$ cat config.mk
export PLATFORM = sky130hd
export DESIGN_NAME = snd_cmd_mailbox_flat
export DESIGN_NICKNAME = d
export VERILOG_FILES = /design/src/rtl/snd_pkg.sv /design/src/rtl/snd_cmd_mailbox_if.sv /design/src/rtl/snd_cmd_fifo.sv /design/src/rtl/snd_cmd_mailbox.sv /design/src/flat_wrapper.sv
export SDC_FILE = /design/constraint.sdc
export NUM_CORES = 1
export LEC_CHECK = 0
export ABC_AREA = 0
export BUFFER_PORTS_ARGS = -buffer_cell sky130_fd_sc_hd__buf_2
export CAP_MARGIN = 20
export CORE_UTILIZATION = 55
export CTS_BUF_LIST = sky130_fd_sc_hd__clkbuf_2 sky130_fd_sc_hd__clkbuf_4 sky130_fd_sc_hd__clkbuf_8
export CTS_CLUSTER_SIZE = 24
export DETAILED_ROUTE_END_ITERATION = 8
export GPL_TIMING_DRIVEN = 0
export PLACE_DENSITY = 0.75
export SLEW_MARGIN = 5
export SYNTH_ARGS = -nofsm -noshare
export SYNTH_HDL_FRONTEND = slang
export SYNTH_SLANG_ARGS = --single-unit
$ cat constraint.sdc
create_clock -name clk_sys -period 4.4 [get_ports clk_sys]
set_clock_uncertainty 0.1 [all_clocks]
set_input_delay 0.44 -clock clk_sys [delete_from_list [all_inputs] [get_ports clk_sys]]
set_output_delay 0.44 -clock clk_sys [all_outputs]
set_load 0.01 [all_outputs]
$ cat src/rtl/snd_pkg.sv
// Shared definitions for the main-CPU -> sound-CPU command mailbox:
// command width, FSM state encoding and status-byte layout.
package snd_pkg;

  localparam int CMD_W = 8;

  typedef enum logic [1:0] {
    ST_IDLE = 2'd0,
    ST_PEND = 2'd1,
    ST_HOLD = 2'd2
  } snd_state_e;

  // Status byte: {overflow, fifo_full, fifo_empty, scpu_irq, count[3:0]}
  localparam int STAT_OVF     = 7;
  localparam int STAT_FULL    = 6;
  localparam int STAT_EMPTY   = 5;
  localparam int STAT_IRQ     = 4;
  localparam int STAT_CNT_LSB = 0;
  localparam int STAT_CNT_W   = 4;

  function automatic logic [7:0] stat_pack(input logic ovf, input logic full,
                                           input logic empty, input logic irq,
                                           input logic [STAT_CNT_W-1:0] cnt);
    logic [7:0] s;
    s = '0;
    s[STAT_OVF]   = ovf;
    s[STAT_FULL]  = full;
    s[STAT_EMPTY] = empty;
    s[STAT_IRQ]   = irq;
    s[STAT_CNT_LSB +: STAT_CNT_W] = cnt;
    return s;
  endfunction

endpackage

$ cat src/rtl/snd_cmd_mailbox_if.sv
// Mailbox bus: main-CPU command push, sound-CPU IRQ/ack and status.
// Status signals exist only when SNDCMD_STATUS_EN is defined.
interface snd_cmd_mailbox_if;
  import snd_pkg::*;

  // Handshake: cmd_wr is a strobe whose 0->1 transition pushes cmd_din once;
  // scpu_irq is a level held until a 0->1 transition of irq_ack while pending.
  logic             cmd_wr;
  logic [CMD_W-1:0] cmd_din;
  logic             irq_ack;
  logic [CMD_W-1:0] cmd_dout;
  logic             scpu_irq;
  logic             fifo_full;
  logic             fifo_empty;
  logic             overflow;
  logic [1:0]       state_dbg;
`ifdef SNDCMD_STATUS_EN
  logic             stat_rd;
  logic [7:0]       stat_dout;

  modport master (output cmd_wr, cmd_din, irq_ack, stat_rd,
                  input  cmd_dout, scpu_irq, fifo_full, fifo_empty, overflow,
                         state_dbg, stat_dout);
  modport slave  (input  cmd_wr, cmd_din, irq_ack, stat_rd,
                  output cmd_dout, scpu_irq, fifo_full, fifo_empty, overflow,
                         state_dbg, stat_dout);
`else
  modport master (output cmd_wr, cmd_din, irq_ack,
                  input  cmd_dout, scpu_irq, fifo_full, fifo_empty, overflow,
                         state_dbg);
  modport slave  (input  cmd_wr, cmd_din, irq_ack,
                  output cmd_dout, scpu_irq, fifo_full, fifo_empty, overflow,
                         state_dbg);
`endif

endinterface

$ cat src/rtl/snd_cmd_fifo.sv
// Command FIFO for the sound mailbox: pointers, occupancy count,
// full/empty flags and a sticky overflow flag (set wins over clear).
module snd_cmd_fifo
  import snd_pkg::*;
#(
  parameter int DEPTH = 4
) (
  input  logic                     clk_sys,
  input  logic                     reset_n,
  input  logic                     push,
  input  logic                     pop,
  input  logic                     ovf_clr,
  input  logic [CMD_W-1:0]         din,
  output logic [CMD_W-1:0]         dout,
  output logic [$clog2(DEPTH):0]   count,
  output logic                     full,
  output logic                     empty,
  output logic                     overflow
);

  localparam int AW = $clog2(DEPTH);

  logic [CMD_W-1:0] mem [DEPTH];
  logic [AW-1:0]    wr_ptr, rd_ptr;
  logic [AW:0]      cnt;
  logic             ovf_q;
  logic             do_pop, accept, drop;

  assign full   = (cnt == (AW+1)'(DEPTH));
  assign empty  = (cnt == '0);
  assign do_pop = pop && !empty;
  // A pop in the same cycle frees the slot, so a push while full still lands.
  assign accept = push && (!full || do_pop);
  assign drop   = push && full && !do_pop;

  always_ff @(posedge clk_sys) begin
    if (accept) mem[wr_ptr] <= din;
  end

  always_ff @(posedge clk_sys or negedge reset_n) begin
    if (!reset_n) begin
      wr_ptr <= '0;
      rd_ptr <= '0;
      cnt    <= '0;
      ovf_q  <= 1'b0;
    end else begin
      if (accept) wr_ptr <= wr_ptr + AW'(1);
      if (do_pop) rd_ptr <= rd_ptr + AW'(1);
      case ({accept, do_pop})
        2'b10:   cnt <= cnt + (AW+1)'(1);
        2'b01:   cnt <= cnt - (AW+1)'(1);
        default: cnt <= cnt;
      endcase
      if (drop)         ovf_q <= 1'b1;
      else if (ovf_clr) ovf_q <= 1'b0;
    end
  end

  assign dout     = mem[rd_ptr];
  assign count    = cnt;
  assign overflow = ovf_q;

endmodule

$ cat src/rtl/snd_cmd_mailbox.sv
// Main-CPU -> sound-CPU command mailbox: FIFO, held command latch, level IRQ
// with ack holdoff. Define SNDCMD_STATUS_EN for the clear-on-read status byte.
module snd_cmd_mailbox
  import snd_pkg::*;
#(
  parameter int DEPTH   = 4,
  parameter int HOLDOFF = 64
) (
  input  logic                clk_sys,
  input  logic                reset_n,
  snd_cmd_mailbox_if.slave    bus
);

  localparam int CW = $clog2(DEPTH) + 1;
  localparam int HW = (HOLDOFF > 1) ? $clog2(HOLDOFF) : 1;
  localparam logic [HW-1:0] HOLD_LOAD = HW'((HOLDOFF > 0) ? HOLDOFF - 1 : 0);

  snd_state_e       state_q, state_d;
  logic             cmd_wr_q, ack_q;
  logic             push, ack_rise, pop;
  logic             irq_q, irq_d;
  logic [HW-1:0]    hold_q, hold_d;
  logic [CMD_W-1:0] dout_q, fifo_dout;
  logic [CW-1:0]    count;
  logic             full, empty, ovf, ovf_clr;

  assign push     = bus.cmd_wr  & ~cmd_wr_q;
  assign ack_rise = bus.irq_ack & ~ack_q;

  snd_cmd_fifo #(.DEPTH(DEPTH)) u_fifo (
    .clk_sys  (clk_sys),
    .reset_n  (reset_n),
    .push     (push),
    .pop      (pop),
    .ovf_clr  (ovf_clr),
    .din      (bus.cmd_din),
    .dout     (fifo_dout),
    .count    (count),
    .full     (full),
    .empty    (empty),
    .overflow (ovf)
  );

  always_comb begin
    state_d = state_q;
    irq_d   = irq_q;
    hold_d  = hold_q;
    pop     = 1'b0;
    case (state_q)
      ST_IDLE: begin
        if (!empty) begin
          pop     = 1'b1;
          irq_d   = 1'b1;
          state_d = ST_PEND;
        end
      end
      ST_PEND: begin
        // Only a fresh 0->1 ack counts; a level held into PEND is ignored.
        if (ack_rise) begin
          irq_d = 1'b0;
          if (HOLDOFF == 0) begin
            state_d = ST_IDLE;
          end else begin
            state_d = ST_HOLD;
            hold_d  = HOLD_LOAD;
          end
        end
      end
      ST_HOLD: begin
        if (hold_q == '0) state_d = ST_IDLE;
        else              hold_d  = hold_q - HW'(1);
      end
      default: begin
        state_d = ST_IDLE;
        irq_d   = 1'b0;
      end
    endcase
  end

  always_ff @(posedge clk_sys or negedge reset_n) begin
    if (!reset_n) begin
      state_q  <= ST_IDLE;
      irq_q    <= 1'b0;
      hold_q   <= '0;
      dout_q   <= '0;
      cmd_wr_q <= 1'b0;
      ack_q    <= 1'b0;
    end else begin
      state_q  <= state_d;
      irq_q    <= irq_d;
      hold_q   <= hold_d;
      cmd_wr_q <= bus.cmd_wr;
      ack_q    <= bus.irq_ack;
      if (pop) dout_q <= fifo_dout;
    end
  end

  assign bus.cmd_dout   = dout_q;
  assign bus.scpu_irq   = irq_q;
  assign bus.fifo_full  = full;
  assign bus.fifo_empty = empty;
  assign bus.overflow   = ovf;
  assign bus.state_dbg  = state_q;

`ifdef SNDCMD_STATUS_EN
  logic [7:0] stat_q;

  always_ff @(posedge clk_sys or negedge reset_n) begin
    if (!reset_n) stat_q <= stat_pack(1'b0, 1'b0, 1'b1, 1'b0, '0);
    else          stat_q <= stat_pack(ovf, full, empty, irq_q, STAT_CNT_W'(count));
  end

  assign ovf_clr       = bus.stat_rd;
  assign bus.stat_dout = stat_q;
`else
  assign ovf_clr = 1'b0;
`endif

endmodule
$ cat src/flat_wrapper.sv
// flat-port wrapper written by rule: the top's interface ports become plain ports
module snd_cmd_mailbox_flat import snd_pkg::*;
#(
  parameter int DEPTH   = 4,
  parameter int HOLDOFF = 64
)
  (clk_sys, reset_n, bus_cmd_wr, bus_cmd_din, bus_irq_ack, bus_cmd_dout, bus_scpu_irq, bus_fifo_full, bus_fifo_empty, bus_overflow, bus_state_dbg);
  snd_cmd_mailbox_if bus_i ();
  input  logic clk_sys;
  input  logic reset_n;
  input wire logic [$bits(bus_i.cmd_wr)-1:0] bus_cmd_wr;
  input wire logic [$bits(bus_i.cmd_din)-1:0] bus_cmd_din;
  input wire logic [$bits(bus_i.irq_ack)-1:0] bus_irq_ack;
  output wire logic [$bits(bus_i.cmd_dout)-1:0] bus_cmd_dout;
  output wire logic [$bits(bus_i.scpu_irq)-1:0] bus_scpu_irq;
  output wire logic [$bits(bus_i.fifo_full)-1:0] bus_fifo_full;
  output wire logic [$bits(bus_i.fifo_empty)-1:0] bus_fifo_empty;
  output wire logic [$bits(bus_i.overflow)-1:0] bus_overflow;
  output wire logic [$bits(bus_i.state_dbg)-1:0] bus_state_dbg;
  assign bus_i.cmd_wr = bus_cmd_wr;
  assign bus_i.cmd_din = bus_cmd_din;
  assign bus_i.irq_ack = bus_irq_ack;
  assign bus_cmd_dout = bus_i.cmd_dout;
  assign bus_scpu_irq = bus_i.scpu_irq;
  assign bus_fifo_full = bus_i.fifo_full;
  assign bus_fifo_empty = bus_i.fifo_empty;
  assign bus_overflow = bus_i.overflow;
  assign bus_state_dbg = bus_i.state_dbg;
  snd_cmd_mailbox #(.DEPTH(DEPTH), .HOLDOFF(HOLDOFF)) u_core (.clk_sys(clk_sys), .reset_n(reset_n), .bus(bus_i));
endmodule
# Yosys cells after proc, flatten, opt, wreduce, memory -nomap -nowiden
# Memories as Yosys holds them, arrays and structs flattened. A register that Yosys moved wholly into a read port is not among the register bits.
# Index checks and enable logic that the tools add are counted.
dict set report totals {
  register_bits 19
  ram_bits 32
  input_bits 12
  out_inout_bits 14
  word_cells 61
  memories 1
}
# name words width read_ports rd_clocked_by_memory_dff write_ports line_no
set mem_list {}
lappend mem_list {u_core.u_fifo.mem 4 8 1 1 1 snd_cmd_fifo.sv:23} ;# logic [CMD_W-1:0] mem [DEPTH];
dict set report op_classes {
  n_addsub 5
  n_eq_ne 9
  muxes 15
  bitwise 5
  n_reduce_logical 17
}
# op n
set ops {}
lappend ops {{$mux W6} 2}
lappend ops {{$pmux W6 S2} 1}
lappend ops {{$reduce_and A3 Y1} 3}
lappend ops {{$logic_not A6 Y1} 1}
lappend ops {{$mux W1} 6}
lappend ops {{$mux W2} 3}
lappend ops {{$pmux W2 S3} 1}
lappend ops {{$pmux W3 S2} 1}
lappend ops {{$sub A6 B1 Y6 const B} 1}
lappend ops {{$add A2 B1 Y2 const B} 2}
lappend ops {{$eq A2 B1 Y1 const B} 2}
lappend ops {{$eq A2 B2 Y1 const B} 2}
lappend ops {{$logic_and A1 B1 Y1} 4}
lappend ops {{$logic_not A1 Y1} 4}
lappend ops {{$ne A2 B1 Y1 const B} 2}
lappend ops {{$ne A2 B2 Y1 const B} 2}
lappend ops {{$reduce_bool A2 Y1} 2}
lappend ops {{$add A3 B1 Y3 const B} 1}
lappend ops {{$eq A3 B3 Y1 const B} 1}
lappend ops {{$logic_not A3 Y1} 1}
lappend ops {{$not A1 Y1} 3}
lappend ops {{$pmux W1 S3} 1}
lappend ops {{$sub A3 B1 Y3 const B} 1}
lappend ops {{$and A1 B1 Y1} 2}
lappend ops {{2 further kinds} 2}

# Longest topological paths before layout
# Gate-level depths: netlist (run 1).
dict set report logic_depth {
  ltp_word 8
  ltp_mapped 9
  ltp_nobuf 8
}

# Cells and area by module
# Synthesis (run 1) repeated with hierarchy kept, for this count alone.
dict set report hier_totals {
  hier_cells 149
  area_unflattened_um2 2457.4
}
# module n_inst cells_per_inst area_each_um2 seq_area_each_um2
set modules_own_cells {}
lappend modules_own_cells {snd_cmd_fifo 1 84 1630.3 1161.1}
lappend modules_own_cells {snd_cmd_mailbox 1 65 827.0 475.5}

# Least setup slack after synthesis (run 1)
# OpenSTA, ideal clock, no wires.
dict set report synth_path {
  kind {register to register}
  from {reg u_core.state_q[0] (netlist: u_core.bus.state_dbg[0])}
  to {reg u_core.u_fifo.cnt[2] (netlist: u_core.u_fifo.count[2])}
  setup_time_ns 0.125
  t_arrival_ns 2.074
  t_required_ns 4.175
  setup_slack_ns 2.101
  stages_incl_launch_ff 10
  n_path_buf 1
  synth_period_minus_slack_ns 2.299
  cell_sequence {dfrtp_1 inv_1 ha_1 o31a_1 buf_2 nand2_1 fa_1 nor4_1 a31oi_1 xnor2_1}
}
dict set report synth_between {
  elab_chain_cells 7
  word_cells_on_any_way 9
  cone_classes {2 x eq/ne; 2 x mux; 5 x reduce/logical}
}
# element line_no
set synth_lines {}
lappend synth_lines {{from (decl)} snd_cmd_mailbox.sv:18} ;# snd_state_e state_q, state_d;
lappend synth_lines {{from (signal assigned)} snd_cmd_mailbox.sv:89} ;# state_q <= state_d;
lappend synth_lines {{$logic_not A2 Y1 *} snd_cmd_mailbox.sv:49} ;# case (state_q)
lappend synth_lines {{$mux W1 *} snd_cmd_mailbox.sv:49}
lappend synth_lines {{$logic_and A1 B1 Y1 *} snd_cmd_fifo.sv:31} ;# assign do_pop = pop && !empty;
lappend synth_lines {{$logic_or A1 B1 Y1} snd_cmd_fifo.sv:33} ;# assign accept = push && (!full || do_pop);
lappend synth_lines {{$logic_and A1 B1 Y1} snd_cmd_fifo.sv:33}
lappend synth_lines {{$eq A2 B1 Y1 or $eq A2 B2 Y1 (tied branches)} snd_cmd_fifo.sv:49} ;# case ({accept, do_pop})
lappend synth_lines {{$pmux W3 S2 or $reduce_bool A2 Y1 (tied branches)} n/a}
lappend synth_lines {{to (signal assigned)} snd_cmd_fifo.sv:50} ;# 2'b10: cnt <= cnt + (AW+1)'(1);
lappend synth_lines {{to (signal assigned)} snd_cmd_fifo.sv:51} ;# 2'b01: cnt <= cnt - (AW+1)'(1);
lappend synth_lines {{to (signal assigned)} snd_cmd_fifo.sv:52} ;# default: cnt <= cnt;
lappend synth_lines {{to (decl)} snd_cmd_fifo.sv:25} ;# logic [AW:0] cnt;
# Mark *: on every way between the ends. The rest lies on a longest branch, timed or not.
# A chain may end at the register's enable or synchronous reset.

# Worst setup path after layout (run 1)
# Ends and elaborated chain as after synthesis.

==> reports/results.tsv, run 1 <==
stage	metric	value	unit
power	Power per Cell Area	668.6	nW/um2
worst_setup_path	Worst EP required	4.50	ns
synth	Post-Synth Simple-Gate Area	0.07337	
layout	Fill cells	332	
synth	sequential share of the synthesized area	0.6356	
placement	Cell Area, Placed	2765	um2
sta	Max Freq	0.3812	GHz
placement	count of input and output buffers	25	
synth	largest family of logic cells by synthesized area	multiplexers	
sta	Final min period	2.624	ns
worst_setup_path	crit path kind	reg2reg	
drt	Via density	5.805	
clock_network	clock tree buffer depth	2	
synth	post-synth cell types	43	
sta	setup violators final	0	
sta	Slew @ Worst Pin	0.6871	ns
drt	number of routed nets with antenna violations	0	
worst_setup_path	WP data arrival	2.73	ns
drt	vias	1544	
synth	synth warn	0	
worst_setup_path	CP max FO	10	
synth	count leader, synth	edfxtp_1	
synth	Netlist Area Pre-Place	2575	um2
worst_setup_path	reg-to-reg setup timing slack	1.78	ns
drt	initial drt markers	108	
synth	top cells by area in the synthesized netlist	edfxtp_1 37%, dfrtp_1 26%, mux4_2 7.0%, ha_1 4.4%, mux2_2 3.5%	
sta	RSZ-0062 raised after global routing	false	
synth	mux share of post-synthesis cell area	0.1088	
sta	hold slack	0.02817	ns
floorplan	die width	70.43	um
clock_network	CTS Hold Bufs	0	
clock_network	Setup Fix Bufs, Post-CTS	0	
clock_network	root buf cell	clkbuf_8	
synth	Synth Area in Adders	0.05151	
clock_network	CTS Sinks	59	
layout	share of layout cells above drive strength 1	0.2944	
layout	Final #Nets	231	
grt	GRT Overall Usage	0.2138	
sta	Tcrit/Tclk final	0.5963	
synth	xor-xnor portion of the synthesized cell area	0.02041	
clock_network	H-tree depth reported by CTS	3	
floorplan	I/O pins	26	
synth	Synth Instances	173	
grt	first-pass GRT wire length	7755	um
worst_hold_path	worst hold path class	in2async	
synth	number of synthesized register bits	59	
sta	Slew Limit Fails	0	
power	Leak Pwr	1.172	nW
drt	DRC	0	
layout	Layout area overhead	13.75	%
sta	Final Hold Viols	0	
floorplan	core area	4414	um2
synth	syn nets	195	
layout	n_diodes	0	
layout	area taken by multi-input logic gates	853.3	um2
clock_network	Post-CTS Resized	0	
drt	Routed WL per cell	17.63	um
clock_network	TritonCTS buffer count	9	
grt	largest net degree at the start of global routing	28	
floorplan	Die H	70.43	um
grt	total gr overflow	0	
worst_setup_path	crit end category	flip-flop	
layout	Non-Filler Instances	266	
floorplan	Row Count	24	
layout	register area	1637	um2
status	result of the run	complete, no violations	
clock_network	Worst-Skew Late Latency	0.33	ns
floorplan	total die area	4960	um2
synth	Synth Flop Type	edfxtp_1	
layout	post-route cell area	2929	um2
sta	max_slew headroom	0.5359	
drt	WL final	4690	um
synth	area leader, netlist	edfxtp_1	
synth	commonest cells in the netlist	32 x edfxtp_1, 27 x dfrtp_1, 15 x inv_1	
synth	Synth top area share	0.3732	
sta	Fin Setup TNS	0	ns
placement	Post-Place Cells	250	
placement	GP Congestion	0.7983	
floorplan	Initial Util	0.5833	
synth	asr flop ratio synth	0.4576	
grt	antenna violations before repair	0	
synth	Post-synth EDFFs	32	
drt	drt first pass iters	4	
power	Peak VDD IR	0.0004010	V
worst_setup_path	startpoint types	flip-flop	
layout	Util after Layout	0.6635	
synth	Synth Area in Compound Gates	0.07726	
placement	post-DP HPWL	3275	um
clock_network	CTS tree	built	
synth	syn_area_per_cell	14.88	um2
run	number of max-cap violations	0	
grt	vias in the first global route	1631	
clock_network	CTS clk-pin slew, worst paths	0.06	ns
-- power by group --
group / leakage [nW] / switching (mW) / internal, mW
Sequential: 0.591 / 0.0773 / 0.720
Combinational: 0.491 / 0.405 / 0.347
Clock: 0.0895 / 0.191 / 0.217
-- state kept, by name, summed over array words and instances, names as in the netlist --
name,count
u_core.cmd_wr_q,1
u_core.bus.cmd_dout,8
u_core.u_fifo.rd_ptr,2
u_core.ack_q,1
u_core.bus.scpu_irq,1
u_core.u_fifo.overflow,1
u_core.u_fifo.wr_ptr,2
u_core.hold_q,6
u_core.u_fifo.mem,32
u_core.bus.state_dbg,2
u_core.u_fifo.count,3
-- cells in the final DEF, fill, tap and decap left out, types with 2 or more instances in the layout --
cell	synthesis	final
dfrtp_1	27	27
clkinv_2	0	2
clkbuf_1	3	3
xnor2_1	5	5
clkinv_1	0	2
nor4_1	5	5
ha_1	9	9
a31oi_1	5	5
o21ai_0	6	6
nand2_1	4	4
mux4_2	8	8
a21oi_1	4	4
inv_1	15	15
mux2_2	8	8
nand3_1	2	2
and2_1	4	4
nor2b_1	2	2
edfxtp_1	32	32
nand2b_1	4	4
o211ai_1	3	3
clkbuf_4	0	3
clkbuf_8	0	9
buf_2	1	26
nor2_1	3	3
-- layout make-up --
class                      instances  share of cell area
buffer                             6            0.009825
clock buffer                      12             0.04998
clock inverter                     4            0.005980
inverter                          15             0.01922
multi-input combinational         93              0.2913
sequential                        59              0.5587
tap                               52             0.02221
timing repair buffer              25             0.04272
-- metal layers --
layer | vias up | GRT usage | wire length (um)
li1 | 715 | - | -
met1 | 779 | 0.2635 | 1969
met2 | 43 | 0.3598 | 2486
met3 | 7 | 0.04040 | 161
met4 | 0 | 0.1067 | 72
met5 | - | 0 | 0
-- cell families (layout without fill, tap and decap cells) --
group / after synthesis / count (layout)
mux: 17 / 17
buf+inv: 21 / 62
compound gates: 30 / 30
flops: 59 / 59
simple gates: 30 / 30
xor+xnor: 6 / 6
fa+ha+maj: 10 / 10
-- worst paths after layout --
kind / start / end / cells after the start
max reg2reg: u_core.bus.state_dbg[0] / u_core.u_fifo.count[2] / 9
min: reset_n / u_core.bus.cmd_dout[1] / 1
min reg2reg: u_core.u_fifo.overflow / u_core.u_fifo.overflow / 1
min in group clk_sys: bus_irq_ack / u_core.ack_q / 1
max: u_core.bus.state_dbg[0] / u_core.u_fifo.count[2] / 9
max in group asynchronous: reset_n / u_core.u_fifo.wr_ptr[0] / 1
-- worst max-delay path, cell delays in order (launching register included) --
cell and delay (ns):
dfrtp_1 0.42, inv_1 0.10, ha_1 0.26, o31a_1 0.27, buf_2 0.32, nand2_1 0.11
fa_1 0.40, nor4_1 0.30, a31oi_1 0.09, xnor2_1 0.14
-- per-stage QoR --
stage,setup slack (ns),total power [mW]
2_1_floorplan,2.101,1.340
3_3_place_gp,1.912,1.502
3_5_place_dp,1.800,1.571
4_1_cts,1.779,1.981
5_1_grt,1.563,2.082
6_report,1.776,1.958
Note: power is estimated with default switching activity, not from simulation.
==> inputs of run 2 (changes only) <==
==> constraint.sdc (replaced) <==
create_clock -name clk_sys -period 2.5 [get_ports clk_sys]
set_clock_uncertainty 0.1 [all_clocks]
set_input_delay 0.25 -clock clk_sys [delete_from_list [all_inputs] [get_ports clk_sys]]
set_output_delay 0.25 -clock clk_sys [all_outputs]
set_load 0.01 [all_outputs]
==> reports/results.tsv, run 2 (synthesis results as in run 1) <==
stage	metric	value	unit	change
clock_network	Worst-Skew Late Latency	0.32	ns	about the same
power	Power per Cell Area	1175	nW/um2	+76%
sta	Final Hold Viols	0		unchanged
sta	Fin Setup TNS	0	ns	unchanged
grt	GRT Overall Usage	0.2157		+0.001889
clock_network	CTS tree	built		
floorplan	Initial Util	0.5833		unchanged
sta	Slew Limit Fails	0		unchanged
power	sequential share of power	0.400		-0.007
power	Pint	2.311	mW	+80%
worst_setup_path	Top delay family on crit path	adder cells		
clock_network	H-tree depth reported by CTS	3		unchanged
worst_setup_path	crit path kind	reg2reg		
layout	most frequent cells in the layout	32 x edfxtp_1, 27 x dfrtp_1, 25 x buf_2		
placement	post-DP HPWL	3275	um	unchanged
power	Sw Pwr	1.202	mW	+78%
sta	Slew @ Worst Pin	0.6775	ns	-0.009612 ns
layout	Non-Filler Instances	271		+1.9%
worst_setup_path	startpoint types	flip-flop		
drt	DR WL met2	2526	um	+1.6%
sta	Tcrit/Tclk final	0.8996		+0.3034
worst_setup_path	crit end category	flip-flop		
grt	first-pass GRT wire length	7831	um	+0.98%
power	Clk pwr share	0.204		-0.004
floorplan	I/O pins	26		unchanged
grt	antenna violations before repair	0		unchanged
drt	WL final	4750	um	+1.3%
layout	post-route cell area	2989	um2	+2.1%
grt	largest net degree at the start of global routing	28		unchanged
sta	setup violators final	0		unchanged
grt	total gr overflow	0		unchanged
worst_setup_path	CP bufs+invs	2		unchanged
layout	share of layout cells above drive strength 1	0.3059		+0.01154
layout	n_diodes	0		unchanged
drt	initial drt markers	140		+30%
status	result of the run	complete, no violations		
layout	Final #Nets	236		+2.2%
drt	DRC	0		unchanged
sta	Final min period	2.249	ns	-0.3745 ns
layout	area taken by multi-input logic gates	862.1	um2	+1.0%
drt	vias	1563		+1.2%
drt	Met3 Wirelength	166	um	+3.1%
worst_setup_path	slowest CP cell	dfrtp_1		
floorplan	die width	70.43	um	unchanged
sta	RSZ-0062 raised after global routing	false		
clock_network	TritonCTS buffer count	9		unchanged
layout	register area	1637	um2	unchanged
run	number of max-cap violations	0		unchanged
power	combinational power share	0.396		+0.012
drt	number of routed nets with antenna violations	0		unchanged
power	switching share of total power	0.3422		-0.001725
drt	Routed WL per cell	17.53	um	-0.59%
layout	Biggest register	u_core.u_fifo.mem		
placement	count of input and output buffers	25		unchanged
worst_hold_path	worst hold path class	in2reg		
drt	drt first pass iters	4		unchanged
worst_setup_path	CP peak stage delay	0.42	ns	about the same
floorplan	total die area	4960	um2	unchanged
clock_network	CTS Sinks	59		unchanged
floorplan	Die H	70.43	um	unchanged
grt	vias in the first global route	1645		+0.86%
worst_setup_path	CP max FO	5		-5
placement	GP Congestion	0.7983		unchanged
layout	max reg flops	32		unchanged
drt	Routed met1 length	1979	um	+0.51%
worst_setup_path	Worst EP required	2.60	ns	-1.90 ns
drt	top routing layer used	met4		
worst_setup_path	CP Cell Sequence	inv_1 > ha_2 > o31a_1 > buf_6 > nand2_1 > fa_1 > nor4_2 > a31oi_1 > xnor2_1		
clock_network	root buf cell	clkbuf_8		
layout	Fill cells	325		-2.1%
floorplan	core area	4414	um2	unchanged
drt	Via density	5.768		-0.64%
layout	Layout area overhead	16.08	%	
power	Leak Pwr	1.195	nW	+2.0%
placement	Cell Area, Placed	2765	um2	unchanged
power	Peak VDD IR	0.0007447	V	+86%
worst_setup_path	WP data arrival	2.35	ns	-0.38 ns
floorplan	Row Count	24		unchanged
sta	Max Freq	0.4446	GHz	+17%
clock_network	clock tree buffer depth	2		unchanged
placement	Post-Place Cells	250		unchanged
sta	max_slew headroom	0.5424		+0.006492
clock_network	CTS clk-pin slew, worst paths	0.06	ns	about the same
layout	commonest non-fill, non-tap cell in the layout	edfxtp_1		
## run 2: final timing paths
check / startpoint / endpoint / slack, ns / depth (start not counted)
max: u_core.bus.state_dbg[0] / u_core.u_fifo.count[2] / 0.25 / 9
min: bus_cmd_din[2] / u_core.u_fifo.mem[3][2] / 0.04 / 1
max reg2reg: u_core.bus.state_dbg[0] / u_core.u_fifo.count[2] / 0.25 / 9
min reg2reg: u_core.u_fifo.overflow / u_core.u_fifo.overflow / 0.37 / 1
max in group asynchronous: reset_n / u_core.cmd_wr_q / 1.51 / 2
min in group asynchronous: reset_n / u_core.bus.cmd_dout[1] / 0.38 / 2
## run 2: cell type report
| type | count | area share |
|---|---|---|
| clock buffers | 12 | 0.04897 |
| well taps | 52 | 0.02177 |
| inverters | 15 | 0.01884 |
| plain buffers | 6 | 0.01172 |
| flip-flops and latches | 59 | 0.5475 |
| multi-input cells | 93 | 0.2884 |
| repair buffers | 30 | 0.05693 |
| clock inverters | 4 | 0.005860 |
## run 2: power by group through the flow
stage / combinational [mW] / sequential, mW / clock (mW)
2_1_floorplan: 0.913 / 1.44 / 0
3_3_place_gp: 1.24 / 1.40 / 0
3_5_place_dp: 1.34 / 1.42 / 0
4_1_cts: 1.37 / 1.40 / 0.733
5_1_grt: 1.52 / 1.43 / 0.785
6_report: 1.39 / 1.40 / 0.717
## run 2: per-layer routing
metal | vias to the layer above | global-route usage
li1 | 726 | -
met1 | 784 | 0.2665
met4 | 0 | 0.1067
met2 | 45 | 0.3630
met3 | 8 | 0.04040
met5 | - | 0
## run 2: worst reg2reg max path, stage by stage, from the launching register on
cell	delay (ns)
dfrtp_1	0.42
inv_1	0.10
ha_2	0.24
o31a_1	0.20
buf_6	0.11
nand2_1	0.05
fa_1	0.41
nor4_2	0.27
a31oi_1	0.08
xnor2_1	0.15
## run 2: stage by stage
stage	utilization	setup WS [ns]	hold WS (ns)	power [mW]
2_1_floorplan	-	0.2005	-0.1456	2.358
3_3_place_gp	0.6264	0.01184	0.2029	2.643
3_5_place_dp	0.6264	-0.1004	0.2091	2.764
4_1_cts	0.6726	0.08361	0.02417	3.513
5_1_grt	0.6772	0.09896	0.03530	3.731
6_report	0.6772	0.2509	0.03966	3.513
## run 2: repair_timing
item	4_1_cts	5_1_grt
hold buffers	3	0
hold endpoints to repair	29	0
gates cloned	0	0
resized for setup	1	3
endpoints found under the setup margin	2	1
buffers inserted	1	1
==> inputs of run 3 (changes only) <==
--- a/config.mk
+++ b/config.mk
@@ -8,11 +8,13 @@
 export ABC_AREA = 0
 export BUFFER_PORTS_ARGS = -buffer_cell sky130_fd_sc_hd__buf_2
 export CAP_MARGIN = 20
+export CORE_ASPECT_RATIO = 0.8
 export CORE_UTILIZATION = 55
 export CTS_BUF_LIST = sky130_fd_sc_hd__clkbuf_2 sky130_fd_sc_hd__clkbuf_4 sky130_fd_sc_hd__clkbuf_8
 export CTS_CLUSTER_SIZE = 24
 export DETAILED_ROUTE_END_ITERATION = 8
 export GPL_TIMING_DRIVEN = 0
+export MAX_ROUTING_LAYER = met4
 export PLACE_DENSITY = 0.75
 export SLEW_MARGIN = 5
 export SYNTH_ARGS = -nofsm -noshare
==> reports/results.tsv, run 3 (synthesis results as in run 1) <==
stage	metric	value	unit	change
status	result of the run	complete, no violations		
worst_setup_path	crit end category	flip-flop		
grt	largest net degree at the start of global routing	28		unchanged
worst_setup_path	CP Cell Sequence	inv_1 > ha_4 > o31a_1 > buf_6 > nand2_1 > fa_1 > a21oi_1 > o211ai_1 > a22oi_1		
clock_network	Worst-Skew Late Latency	0.32	ns	about the same
worst_setup_path	crit path kind	reg2reg		
layout	commonest non-fill, non-tap cell in the layout	edfxtp_1		
worst_setup_path	Critical Path Start	u_core.bus.state_dbg[0]		
worst_setup_path	reg-to-reg setup timing slack	0.17	ns	-0.09 ns
layout	Biggest register	u_core.u_fifo.mem		
layout	Non-Filler Instances	276		+1.8%
grt	vias in the first global route	1603		-2.6%
worst_setup_path	CP peak stage delay	0.47	ns	+0.05 ns
worst_setup_path	Top delay family on crit path	compound AO/OA/AOI/OAI gates		
worst_setup_path	slowest CP cell	fa_1		
placement	post-DP HPWL	3088	um	-5.7%
power	Leak Pwr	1.207	nW	+0.97%
sta	RSZ-0062 raised after global routing	false		
clock_network	H-tree depth reported by CTS	3		unchanged
drt	initial drt markers	113		-19%
layout	max reg flops	32		unchanged
sta	Fin Setup TNS	0	ns	unchanged
floorplan	Initial Util	0.5939		+0.01061
clock_network	CTS Sinks	59		unchanged
drt	DRC	0		unchanged
floorplan	I/O pins	26		unchanged
drt	number of routed nets with antenna violations	0		unchanged
power	Power per Cell Area	1194	nW/um2	+1.6%
grt	antenna violations before repair	0		unchanged
worst_setup_path	RR Startpoint	u_core.bus.state_dbg[0]		
clock_network	CTS clk-pin slew, worst paths	0.06	ns	about the same
clock_network	root buf cell	clkbuf_8		
layout	share of layout cells above drive strength 1	0.3105		+0.004566
floorplan	die width	78.50	um	+11%
sta	worst setup margin	0.1656	ns	-0.08526 ns
floorplan	Row Count	21		-13%
sta	Tcrit/Tclk final	0.9337		+0.03410
floorplan	Die H	63.20	um	-10%
layout	Layout area overhead	17.69	%	
worst_setup_path	Worst EP required	2.64	ns	+0.04 ns
placement	pre-CTS WS	-0.06520	ns	+0.03524 ns
worst_setup_path	startpoint types	flip-flop		
layout	Final #Nets	236		unchanged
layout	post-route cell area	3030	um2	+1.4%
run	number of max-cap violations	0		unchanged
floorplan	core area	4335	um2	-1.8%
grt	GRT Overall Usage	0.2173		+0.001626
worst_hold_path	worst hold path class	in2reg		
sta	Slew Limit Fails	0		unchanged
sta	Final Hold Viols	0		unchanged
worst_setup_path	CP max FO	10		+5
sta	Slew @ Worst Pin	0.6471	ns	-0.03040 ns
floorplan	total die area	4961	um2	about the same
worst_setup_path	WP data arrival	2.47	ns	+0.12 ns
sta	setup violators final	0		unchanged
drt	Via density	5.804		+0.64%
layout	n_diodes	0		unchanged
drt	WL final	4427	um	-6.8%
sta	Final min period	2.334	ns	+0.08526 ns
grt	total gr overflow	0		unchanged
worst_setup_path	CP bufs+invs	2		unchanged
clock_network	TritonCTS buffer count	9		unchanged
layout	most frequent cells in the layout	32 x edfxtp_1, 27 x dfrtp_1, 25 x buf_2		
sta	max_slew headroom	0.5629		+0.02053
worst_hold_path	Hold Crit Start	bus_cmd_din[3]		
grt	first-pass GRT wire length	7541	um	-3.7%
drt	Routed WL per cell	16.04	um	-8.5%
sta	Max Freq	0.4284	GHz	-3.7%
drt	vias	1602		+2.5%
power	Peak VDD IR	0.0006043	V	-19%
clock_network	CTS tree	built		
placement	Post-Place Cells	255		+2.0%
clock_network	clock tree buffer depth	2		unchanged
placement	count of input and output buffers	25		unchanged
placement	Cell Area, Placed	2771	um2	+0.23%
placement	GP Congestion	0.8445		+5.8%
drt	drt first pass iters	4		unchanged
==> run 3: cell count changes in the layout (fill, tap and decap cells not counted), sizes merged <==
cell / before / now
bufinv: 0 / 1
clkinv: 4 / 3
==> run 3: layout make-up <==
cell class	instances	area, um2
Buffer	6	35.03
Clock buffer	12	146.4
Clock inverter	4	42.54
Fill cell	287	1305
Inverter	15	56.30
Multi-Input combinational cell	93	872.1
Sequential cell	59	1637
Tap cell	57	71.32
Timing Repair Buffer	30	170.2
==> run 3: what timing repair did <==
| item | in CTS | in global routing |
|---|---|---|
| buffers inserted | 0 | 2 |
| setup endpoints to repair | 2 | 2 |
| hold buffers | 3 | 0 |
| endpoints found under the hold margin | 29 | 0 |
| gates resized for setup | 1 | 5 |
==> run 3: per-stage QoR <==
step / hold WS, ns / util / total power, mW
finish: 0.03241 / 0.6990 / 3.620
global route: 0.01824 / 0.6990 / 3.855
CTS: 0.01036 / 0.6903 / 3.571
detailed placement: 0.1993 / 0.6393 / 2.736
global placement: 0.1959 / 0.6393 / 2.652
floorplan: -0.1456 / - / 2.358
==> run 3: worst paths after layout <==
kind | endpoint | depth (start not counted)
max in group asynchronous | u_core.bus.cmd_dout[1] | 2
hold reg to reg | u_core.u_fifo.overflow | 1
min in group asynchronous | u_core.bus.cmd_dout[4] | 2
setup / recovery | u_core.u_fifo.count[1] | 9
setup reg to reg | u_core.u_fifo.count[1] | 9
hold / removal | u_core.u_fifo.mem[1][3] | 1
==> run 3: power breakdown <==
part | switching (mW) | leakage [nW] | internal, mW
clock | 0.329 | 0.0997 | 0.485
sequential | 0.142 | 0.591 | 1.27
combinational | 0.725 | 0.516 | 0.671
==> run 3: layer usage <==
layer,GRT usage,vias up,part of all wire
li1,-,731,-
met1,0.2597,798,0.42
met2,0.3272,59,0.49
met3,0.08841,14,0.056
met4,0.09028,0,0.027
met5,-,-,0
